===== src/rtl/spi_cntrl.sv =====
// spi_cntrl: APB-style register file feeding an SPI master that runs
// up to 8 queued address/data transactions (mode 0, MSB first).
// Ports: pclk_i/prst_i clock and sync reset; paddr_i/penable_i/pwrite_i/
// pwdata_i -> pready_o/prdata_o/perror_o register access; psel_i slave
// index; sclk_o/mosi/miso/cs SPI pins; sclk_ref_i reserved, unused.
module spi_cntrl #(
  parameter int NUM_BITS = 8
) (
  input  logic                pclk_i,
  input  logic                prst_i,
  input  logic [NUM_BITS-1:0] paddr_i,
  input  logic                penable_i,
  input  logic                pwrite_i,
  input  logic [NUM_BITS-1:0] pwdata_i,
  output logic                pready_o,
  output logic [NUM_BITS-1:0] prdata_o,
  output logic                perror_o,
  input  logic [2:0]          psel_i,
  output logic                sclk_o,
  output logic                mosi,
  input  logic                miso,
  output logic [2:0]          cs,
  input  logic                sclk_ref_i
);

  localparam int CW = $clog2(4 * NUM_BITS);
  localparam logic [CW-1:0] LAST = CW'(4 * NUM_BITS - 1);
  localparam logic [CW-1:0] HALF = CW'(2 * NUM_BITS);

  typedef enum logic [1:0] {
    IDLE, CS_SETUP, SHIFT, GAP
  } state_t;

  state_t state_q, state_d;

  logic [NUM_BITS-1:0]   addr_reg [8];
  logic [NUM_BITS-1:0]   data_reg [8];
  logic [2:0]            num_m1_q;
  logic [2:0]            k_q;
  logic [1:0]            sel_q;
  logic [CW-1:0]         cnt_q;
  logic [2*NUM_BITS-1:0] tx_q;
  logic [NUM_BITS-2:0]   rx_q;

  logic                busy, acc, wr;
  logic                in_addr, in_data, in_ctrl;
  logic                valid, bad_sel, err;
  logic                start_ok, last_tx, is_wr_tx;
  logic [2:0]          idx;
  logic [2:0]          cs_on;
  logic [NUM_BITS-1:0] rdata;
  logic                unused_ref;

  assign unused_ref = sclk_ref_i;

  assign busy    = state_q != IDLE;
  assign acc     = penable_i & ~pready_o;
  assign wr      = acc & pwrite_i;
  assign idx     = paddr_i[2:0];
  assign in_addr = (paddr_i >> 3) == NUM_BITS'(0);
  assign in_data = (paddr_i >> 3) == NUM_BITS'(2);
  assign in_ctrl = paddr_i == NUM_BITS'('h20);
  assign valid   = in_addr | in_data | in_ctrl;
  assign bad_sel = pwdata_i[0] & (psel_i > 3'd2);

  // Writes while a queue is running are rejected outright.
  assign err = ~valid
             | (pwrite_i & busy)
             | (pwrite_i & in_ctrl & bad_sel);

  assign start_ok = wr & in_ctrl & ~busy
                  & pwdata_i[0] & ~bad_sel;

  assign last_tx  = k_q == num_m1_q;
  assign is_wr_tx = addr_reg[k_q][NUM_BITS-1];
  assign cs_on    = ~(3'b001 << sel_q);

  always_comb begin
    rdata = '0;
    unique case (1'b1)
      in_addr: rdata = addr_reg[idx];
      in_data: rdata = data_reg[idx];
      in_ctrl: rdata = NUM_BITS'({num_m1_q, busy});
      default: rdata = '0;
    endcase
  end

  always_ff @(posedge pclk_i) begin
    if (prst_i) state_q <= IDLE;
    else        state_q <= state_d;
  end

  always_comb begin
    state_d = state_q;
    cs      = 3'b111;
    sclk_o  = 1'b0;
    mosi    = 1'b0;
    unique case (state_q)
      IDLE: begin
        if (start_ok) state_d = CS_SETUP;
      end
      CS_SETUP: begin
        cs      = cs_on;
        state_d = SHIFT;
      end
      SHIFT: begin
        cs     = cs_on;
        sclk_o = cnt_q[0];
        mosi   = tx_q[2*NUM_BITS-1];
        if (cnt_q == LAST) state_d = GAP;
      end
      GAP: begin
        if (cnt_q[0])
          state_d = last_tx ? IDLE : CS_SETUP;
      end
      default: state_d = IDLE;
    endcase
  end

  always_ff @(posedge pclk_i) begin
    if (prst_i) begin
      for (int i = 0; i < 8; i++) begin
        addr_reg[i] <= '0;
        data_reg[i] <= '0;
      end
      num_m1_q <= '0;
      k_q      <= '0;
      sel_q    <= '0;
      cnt_q    <= '0;
      tx_q     <= '0;
      rx_q     <= '0;
      pready_o <= 1'b0;
      prdata_o <= '0;
      perror_o <= 1'b0;
    end else begin
      pready_o <= acc;
      prdata_o <= (acc & ~pwrite_i) ? rdata : '0;
      perror_o <= acc & err;

      if (wr & ~err) begin
        if (in_addr) addr_reg[idx] <= pwdata_i;
        if (in_data) data_reg[idx] <= pwdata_i;
        if (in_ctrl) num_m1_q <= pwdata_i[3:1];
      end

      if (start_ok) begin
        sel_q <= psel_i[1:0];
        k_q   <= '0;
      end

      case (state_q)
        CS_SETUP: begin
          cnt_q <= '0;
          // Read transactions shift zeros in the data phase.
          tx_q  <= {addr_reg[k_q],
                    {NUM_BITS{is_wr_tx}} & data_reg[k_q]};
        end
        SHIFT: begin
          cnt_q <= (cnt_q == LAST) ? '0 : cnt_q + 1'b1;
          // Odd count = sclk high; advance at its end.
          if (cnt_q[0]) begin
            tx_q <= tx_q << 1;
            if (cnt_q >= HALF)
              rx_q <= {rx_q[NUM_BITS-3:0], miso};
          end
          if (cnt_q == LAST && !is_wr_tx)
            data_reg[k_q] <= {rx_q, miso};
        end
        GAP: begin
          cnt_q <= cnt_q + 1'b1;
          if (cnt_q[0] && !last_tx) k_q <= k_q + 1'b1;
        end
        default: ;
      endcase
    end
  end

endmodule


===== config.mk =====
export PLATFORM = sky130hd
export DESIGN_NAME = spi_cntrl
export DESIGN_NICKNAME = d
export VERILOG_FILES = /design/src/rtl/spi_cntrl.sv
export SDC_FILE = /design/constraint.sdc
export NUM_CORES = 1
export LEC_CHECK = 0
export BUFFER_PORTS_ARGS = -buffer_cell sky130_fd_sc_hd__buf_4
export CAP_MARGIN = 5
export CORE_ASPECT_RATIO = 1.75
export CORE_UTILIZATION = 48
export CTS_CLUSTER_DIAMETER = 100
export DETAILED_ROUTE_END_ITERATION = 8
export MAX_ROUTING_LAYER = met4
export SKIP_CTS_REPAIR_TIMING = 1
export SLEW_MARGIN = 0
export SYNTH_ARGS = -nofsm -noshare
export SYNTH_HDL_FRONTEND = slang
export SYNTH_SLANG_ARGS = --single-unit

===== constraint.sdc =====
create_clock -name pclk_i -period 4.8 [get_ports pclk_i]
set_clock_uncertainty 0.15 [all_clocks]
set_input_delay 1.44 -clock pclk_i [delete_from_list [all_inputs] [get_ports pclk_i]]
set_output_delay 1.44 -clock pclk_i [all_outputs]
set_load 0.01 [all_outputs]

# Yosys cells after proc, flatten, opt, wreduce, memory -nomap -nowiden
# Memory sizes are Yosys's and may differ from the RTL's. A register that Yosys moved wholly into a read port is not among the register bits.
# Index checks and enable logic that the tools add are counted.
[totals]
inputBits = 25
memories = 2
reg_bits = 48
output_inout_bits = 15
elab_cells = 113
ramBits = 128
[op_classes]
mux = 41
n_eq_ne = 11
magnitude_cmp = 2
add_sub_neg = 2
reduce_logical = 18
shifts = 1
bitwise_logic = 26
[memory_table]
columns = ["name", "depth", "word_bits", "read_ports", "rd_ports_with_merged_regs", "wr", "line_no", "rtl"]
rows = [
  ["addr_reg", 8, 8, 2, 1, 8, "36", "logic [NUM_BITS-1:0] addr_reg [8];"],
  ["data_reg", 8, 8, 2, 1, 8, "37", "logic [NUM_BITS-1:0] data_reg [8];"],
]
[op_table]
columns = ["cell", "n"]
rows = [
  ["16-bit one-hot mux with 2 select lines", 1],
  ["3-bit 2-to-1 mux", 9],
  ["8-bit 2-to-1 mux", 3],
  ["8-bit one-hot mux with 3 select lines", 1],
  ["8-bit OR reduction", 3],
  ["1-bit 2-to-1 mux", 20],
  ["16-bit 2-to-1 mux", 1],
  ["5-bit one-hot mux with 3 select lines", 1],
  ["1-bit AND", 13],
  ["8-bit AND", 1],
  ["8-bit by 6-bit equality test with 1-bit output (second input constant)", 1],
  ["8-bit logical NOT", 1],
  ["2-bit != test (second input constant)", 4],
  ["2-bit one-hot mux with 4 select lines", 1],
  ["1-bit NOT", 7],
  ["2-bit 2-to-1 mux", 3],
  ["3-bit AND reduction", 2],
  ["5-bit by 1-bit adder with 5-bit output (second input constant)", 1],
  ["5-bit by 2-bit equality test with 1-bit output (second input constant)", 1],
  ["5-bit equality test (second input constant)", 1],
  ["5-bit >= comparator (second input constant)", 1],
  ["5-bit 2-to-1 mux", 1],
  ["2-bit equality test (second input constant)", 2],
  ["1-bit bitwise OR", 4],
  ["13 further kinds", 18],
]

# Depth between registers and ports, before layout
[depth]
ltp_word = 14
depth_mapped = 9
depth_no_buf = 7

# Least setup slack after synthesis
# No wires, ideal clock.
[synth_timing]
path_kind = "in2reg"
from = "input port paddr_i[1]"
to = "memory data_reg[3][0], enable pin"
required_time_ps = 4275
setup_time_ps = 375
path_buffers = 3
cell_stages = 7
setup_slack_ps = 1261
arrival_time_ps = 3014
path_cell_list = "buf_2 > buf_4 > buf_2 > nand2_1 > nor2_2 > mux2i_1 > o21bai_1"
[synth_rtl]
columns = ["item", "line_no", "rtl"]
rows = [
  ["from (decl)", "11", "input logic [NUM_BITS-1:0] paddr_i,"],
  ["to (decl)", "37", ""],
]

# Final worst setup path
[layout_timing]
from = "register state_q[0]"
to = "output port sclk_o"
[layout_between]
elab_chain_len = 2
[layout_lines]
columns = ["item", "line_no", "rtl"]
rows = [
  ["from (decl)", "34", "state_t state_q, state_d;"],
  ["from (signal assigned)", "90", "else state_q <= state_d;"],
  ["2-bit equality test", "98", "unique case (state_q)"],
  ["1-bit 2-to-1 mux", "98", ""],
  ["to (decl)", "19", "output logic sclk_o,"],
]
# Every way passes these cells.

==> results by stage <==
STA:
- Based on the critical path, the design can be clocked at up to 275 MHz.
- Dividing the final minimum period by the clock period gives 75.8%.
- The minimum period implied by the final worst setup slack is 3.64 ns.
- Setup repair after global routing left no endpoint under its margin.
- The total count of hold-check failures in the final report is 0.
- The slew at the pin closest to its max-slew limit is roughly 1 ns.
- The relative slew slack is about 33%.
- The setup violation total in the final timing report is 0.
- The number of max-slew violations in the final report is 0.
- The total negative slack is 0 ns.
- Hold timing on the final database bottoms out at a slack of around 0.32 ns.

Yosys:
- The top cell type by area accounts for about 39% of the synthesized area.
- The mux share of post-synthesis cell area is between 10% and 20%.
- The synthesized area divided by synthesized cell count is about 11 sq um.
- The synthesized design contains ~180 register bits.
- By area, the combinational part of the netlist is dominated by multiplexers.
- The number of standard cells after synthesis is about 860.
- Counting instances in the post-synthesis netlist gives the leading cell types as sky130_fd_sc_hd__edfxtp_1 (128), sky130_fd_sc_hd__nor2_1 (122), sky130_fd_sc_hd__and2_1 (70).
- For this run, the number of Yosys warnings is 0.
- In this run, distinct cell masters in the synthesized netlist total 63.
- The arithmetic-cell share of the synthesized area counting full adders, half adders and majority gates is around 1.0%.
- The cell with the most instances after synthesis is sky130_fd_sc_hd__edfxtp_1.
- The cell taking the most area after synthesis is sky130_fd_sc_hd__edfxtp_1.
- After synthesis the cells add up to a little under 10000 sq um.
- Yosys attributes the largest share of cell area to sky130_fd_sc_hd__edfxtp_1 (39%), sky130_fd_sc_hd__mux4_2 (11%), sky130_fd_sc_hd__dfxtp_1 (9.8%), sky130_fd_sc_hd__mux2i_1 (4.8%), sky130_fd_sc_hd__nor2_1 (4.7%).
- Of the synthesized area, sequential elements account for 49.1%.
- The synthesized-area fraction occupied by and/or/nand/nor cells is approximately 17%.
- The post-synth net total is a little under 900.
- Of the total synthesized cell area, the portion taken by XOR and XNOR cells is 0.537%.
- The post-synthesis compound-gate area fraction is 11.9%.
- The number of enable-type register cells in the synthesized netlist is approximately 130.
- For this run, asynchronously set or reset flops after synthesis account for 0%.
- For this run, the leading register cell type out of synthesis is sky130_fd_sc_hd__edfxtp_1.

Detailed routing:
- The routed length per instance is about 24 um.
- After detailed routing, the number of vias per cell comes to 6.22.
- For this run, design rule violations remaining after detail routing come to 0.
- The first detailed-routing pass took 8 iterations.
- For this block, the initial DRC count from the detailed router was about 500.
- The routed wire length is 27.8 mm.
- The detail route stage leaves a number of antenna-violating nets equal to 0.
- The detailed router placed between 7000 and 8000 vias in this run.

Power and ir drop:
- The cell area power density is between 300 and 400 nW/um^2.
- The worst vdd rail ir drop is 0.242 mV.
- The leakage power figure is between 3 and 4 nW.
- The sum of internal, switching and leakage power is between 3 and 4 mW.

Status:
- The run finished with clean final reports.

Placed design:
- The cell area reported after detailed placement is ~10000 sq um.
- The wire-length estimate of the detail-placed layout is just over 20 mm.
- Routability-driven placement finished with a final weighted congestion of around 0.86.
- The count of port buffers added during placement is 38.

Worst setup path:
- The data required time at the worst endpoint is 3.21 ns.
- The largest driver fanout on the critical path is 18.
- Walking the worst path, the cells encountered are inv_1 -> ha_1 -> nand2_1 -> buf_4 -> inv_1 -> buf_4.
- The setup path with the least slack is of type register to output pin.
- The kind of capture point of the worst setup path is an output pin.
- The largest incremental delay on the critical path is around 0.60 ns.
- STA puts the critical path data arrival time at a little over 2 ns.
- The slowest cell on the critical path is sky130_fd_sc_hd__ha_1.
- The startpoint type of the worst setup path is a register.

Clock network:
- The total clock buffers created by CTS is 17.
- The number of buffers on the longest clock path is 2.
- The cell at the root of the clock tree is sky130_fd_sc_hd__clkbuf_16.
- The H-tree was split into 4 levels.
- TritonCTS built the clock tree.
- The clock latency at the later pin of the worst-skew pair is ~0.44 ns.
- After clock tree synthesis, the clock-pin slew on the worst setup and hold paths is roughly 0.07 ns.
- For this design, the sink count on the clock tree is 176.

Finish:
- The count of antenna diodes in the layout is 0.
- The share of final-layout standard cells stronger than drive strength 1 is slightly above 20%.
- The area growth from synthesis to final layout is 11.4%.
- The count of nets after finishing is just over 900.
- The filler cells instantiated in the layout total between 1500 and 2000.
- The area of all placed cells without fillers is between 10000 and 15000 sq um.
- The end-of-flow core utilization is ~55%.

Global routing:
- Global routing finished with a remaining overflow of 0.
- The largest net degree at the start of global routing is between 50 and 60.
- The number of global-route vias before repair is between 7000 and 8000.
- Global routing used about 29% of the available tracks.
- The initial antenna violation count was 0.
- The first global-routing pass estimated between 40 and 50 mm of wire.

Floorplanning:
- The initialized floorplan defines 68 standard-cell rows.
- The die covers approximately 21000 sq um.
- The die height is roughly 190 um.
- The die outline width is around 110 um.
- The core area is just under 20000 sq um.
- The total I/O pin count is 40.
- For this configuration, the core starts out at a cell density of about half.

Min path:
- The path class of the tightest hold or removal check is register to register.

Job:
- The count of max-cap constraint violations is 0.
## final cells by class
type / instances / area, sq um / area share [%]
inverters: 5 / 18.8 / 0.172
multi-input cells: 606 / 4610 / 42.4
clock inverters: 11 / 85.1 / 0.781
flip-flops and latches: 176 / 4810 / 44.2
clock buffers: 21 / 526 / 4.83
repair buffers: 71 / 533 / 4.90
well taps: 245 / 307 / 2.82
## where the power goes
group,internal (mW),leakage [nW],total (mW),switching [mW]
registers,1.66,1.71,1.69,0.0231
logic,0.0851,1.88,0.226,0.141
clock network,0.796,0.307,1.42,0.627
total,2.54,3.90,3.33,0.791
## through the flow
step,setup WS (ns),cells
6_report,1.16,1135
5_1_grt,1.03,1135
4_1_cts,1.13,1135
3_5_place_dp,0.929,1103
3_3_place_gp,0.942,1103
2_1_floorplan,1.26,856
## critical path, delay by kind of cell, from the launching register on
| family | cells | cell delay [ns] |
|---|---|---|
| adder cells (fa/ha/maj) | 1 | 0.60 |
| buffers and inverters | 4 | 0.53 |
| flip-flops | 1 | 0.35 |
| AND/OR/NAND/NOR | 1 | 0.11 |
## logic make-up (layout without fill, tap and decap cells)
family / Yosys count / count (layout)
and+or+nand+nor: 327 / 327
DFF: 176 / 176
AOI/OAI and AO/OA: 161 / 161
muxes: 104 / 104
buffers and inverters: 74 / 108
adders and majority gates: 8 / 8
xor gates and xnor gates: 6 / 6
## routing by layer
metal | vias up | wire, um | track usage [%]
met3 | 78 | 1310 | 4.44
met1 | 3445 | 9740 | 29.5
met4 | 0 | 1430 | 15.8
met5 | - | 0 | -
li1 | 3241 | - | -
met2 | 298 | 15300 | 51.6
## cell usage in the layout, fill, tap and decap left out, types with 4 or more instances in the layout
| master | instances |
|---|---|
| sky130_fd_sc_hd__nand2b_1 | 10 |
| sky130_fd_sc_hd__nand3_1 | 10 |
| sky130_fd_sc_hd__nor2_2 | 6 |
| sky130_fd_sc_hd__o221ai_1 | 4 |
| sky130_fd_sc_hd__inv_6 | 5 |
| sky130_fd_sc_hd__dfxtp_1 | 46 |
| sky130_fd_sc_hd__and2_1 | 70 |
| sky130_fd_sc_hd__a211oi_1 | 35 |
| sky130_fd_sc_hd__o31a_1 | 7 |
| sky130_fd_sc_hd__nand2_1 | 53 |
| sky130_fd_sc_hd__nor3_1 | 12 |
| sky130_fd_sc_hd__a2111oi_0 | 6 |
| sky130_fd_sc_hd__nor2_1 | 122 |
| sky130_fd_sc_hd__o21bai_1 | 8 |
| sky130_fd_sc_hd__a31oi_1 | 33 |
| sky130_fd_sc_hd__a21oi_1 | 18 |
| sky130_fd_sc_hd__mux4_2 | 48 |
| sky130_fd_sc_hd__buf_4 | 71 |
| sky130_fd_sc_hd__ha_1 | 8 |
| sky130_fd_sc_hd__a22oi_1 | 7 |
| sky130_fd_sc_hd__nand3b_1 | 6 |
| sky130_fd_sc_hd__and3_1 | 4 |
| sky130_fd_sc_hd__mux2_2 | 8 |
| sky130_fd_sc_hd__nor2b_1 | 11 |
| sky130_fd_sc_hd__edfxtp_1 | 128 |
| sky130_fd_sc_hd__mux2i_1 | 47 |
| sky130_fd_sc_hd__xor2_1 | 5 |
| sky130_fd_sc_hd__a221oi_1 | 6 |
| sky130_fd_sc_hd__inv_1 | 5 |
| sky130_fd_sc_hd__o21ai_0 | 14 |
| sky130_fd_sc_hd__clkbuf_16 | 21 |
| sky130_fd_sc_hd__or2_1 | 8 |
| sky130_fd_sc_hd__o22ai_1 | 4 |
## worst paths after layout
kind,from,to,slack (ns),cells after the start
setup / recovery,state_q[0],sclk_o,1.16,6
hold / removal,tx_q[0],tx_q[0],0.32,2
setup reg to reg,state_q[0],data_reg[1][2],1.47,8
hold reg to reg,tx_q[0],tx_q[0],0.32,2
No activity file was read; power rests on OpenSTA's default activity.
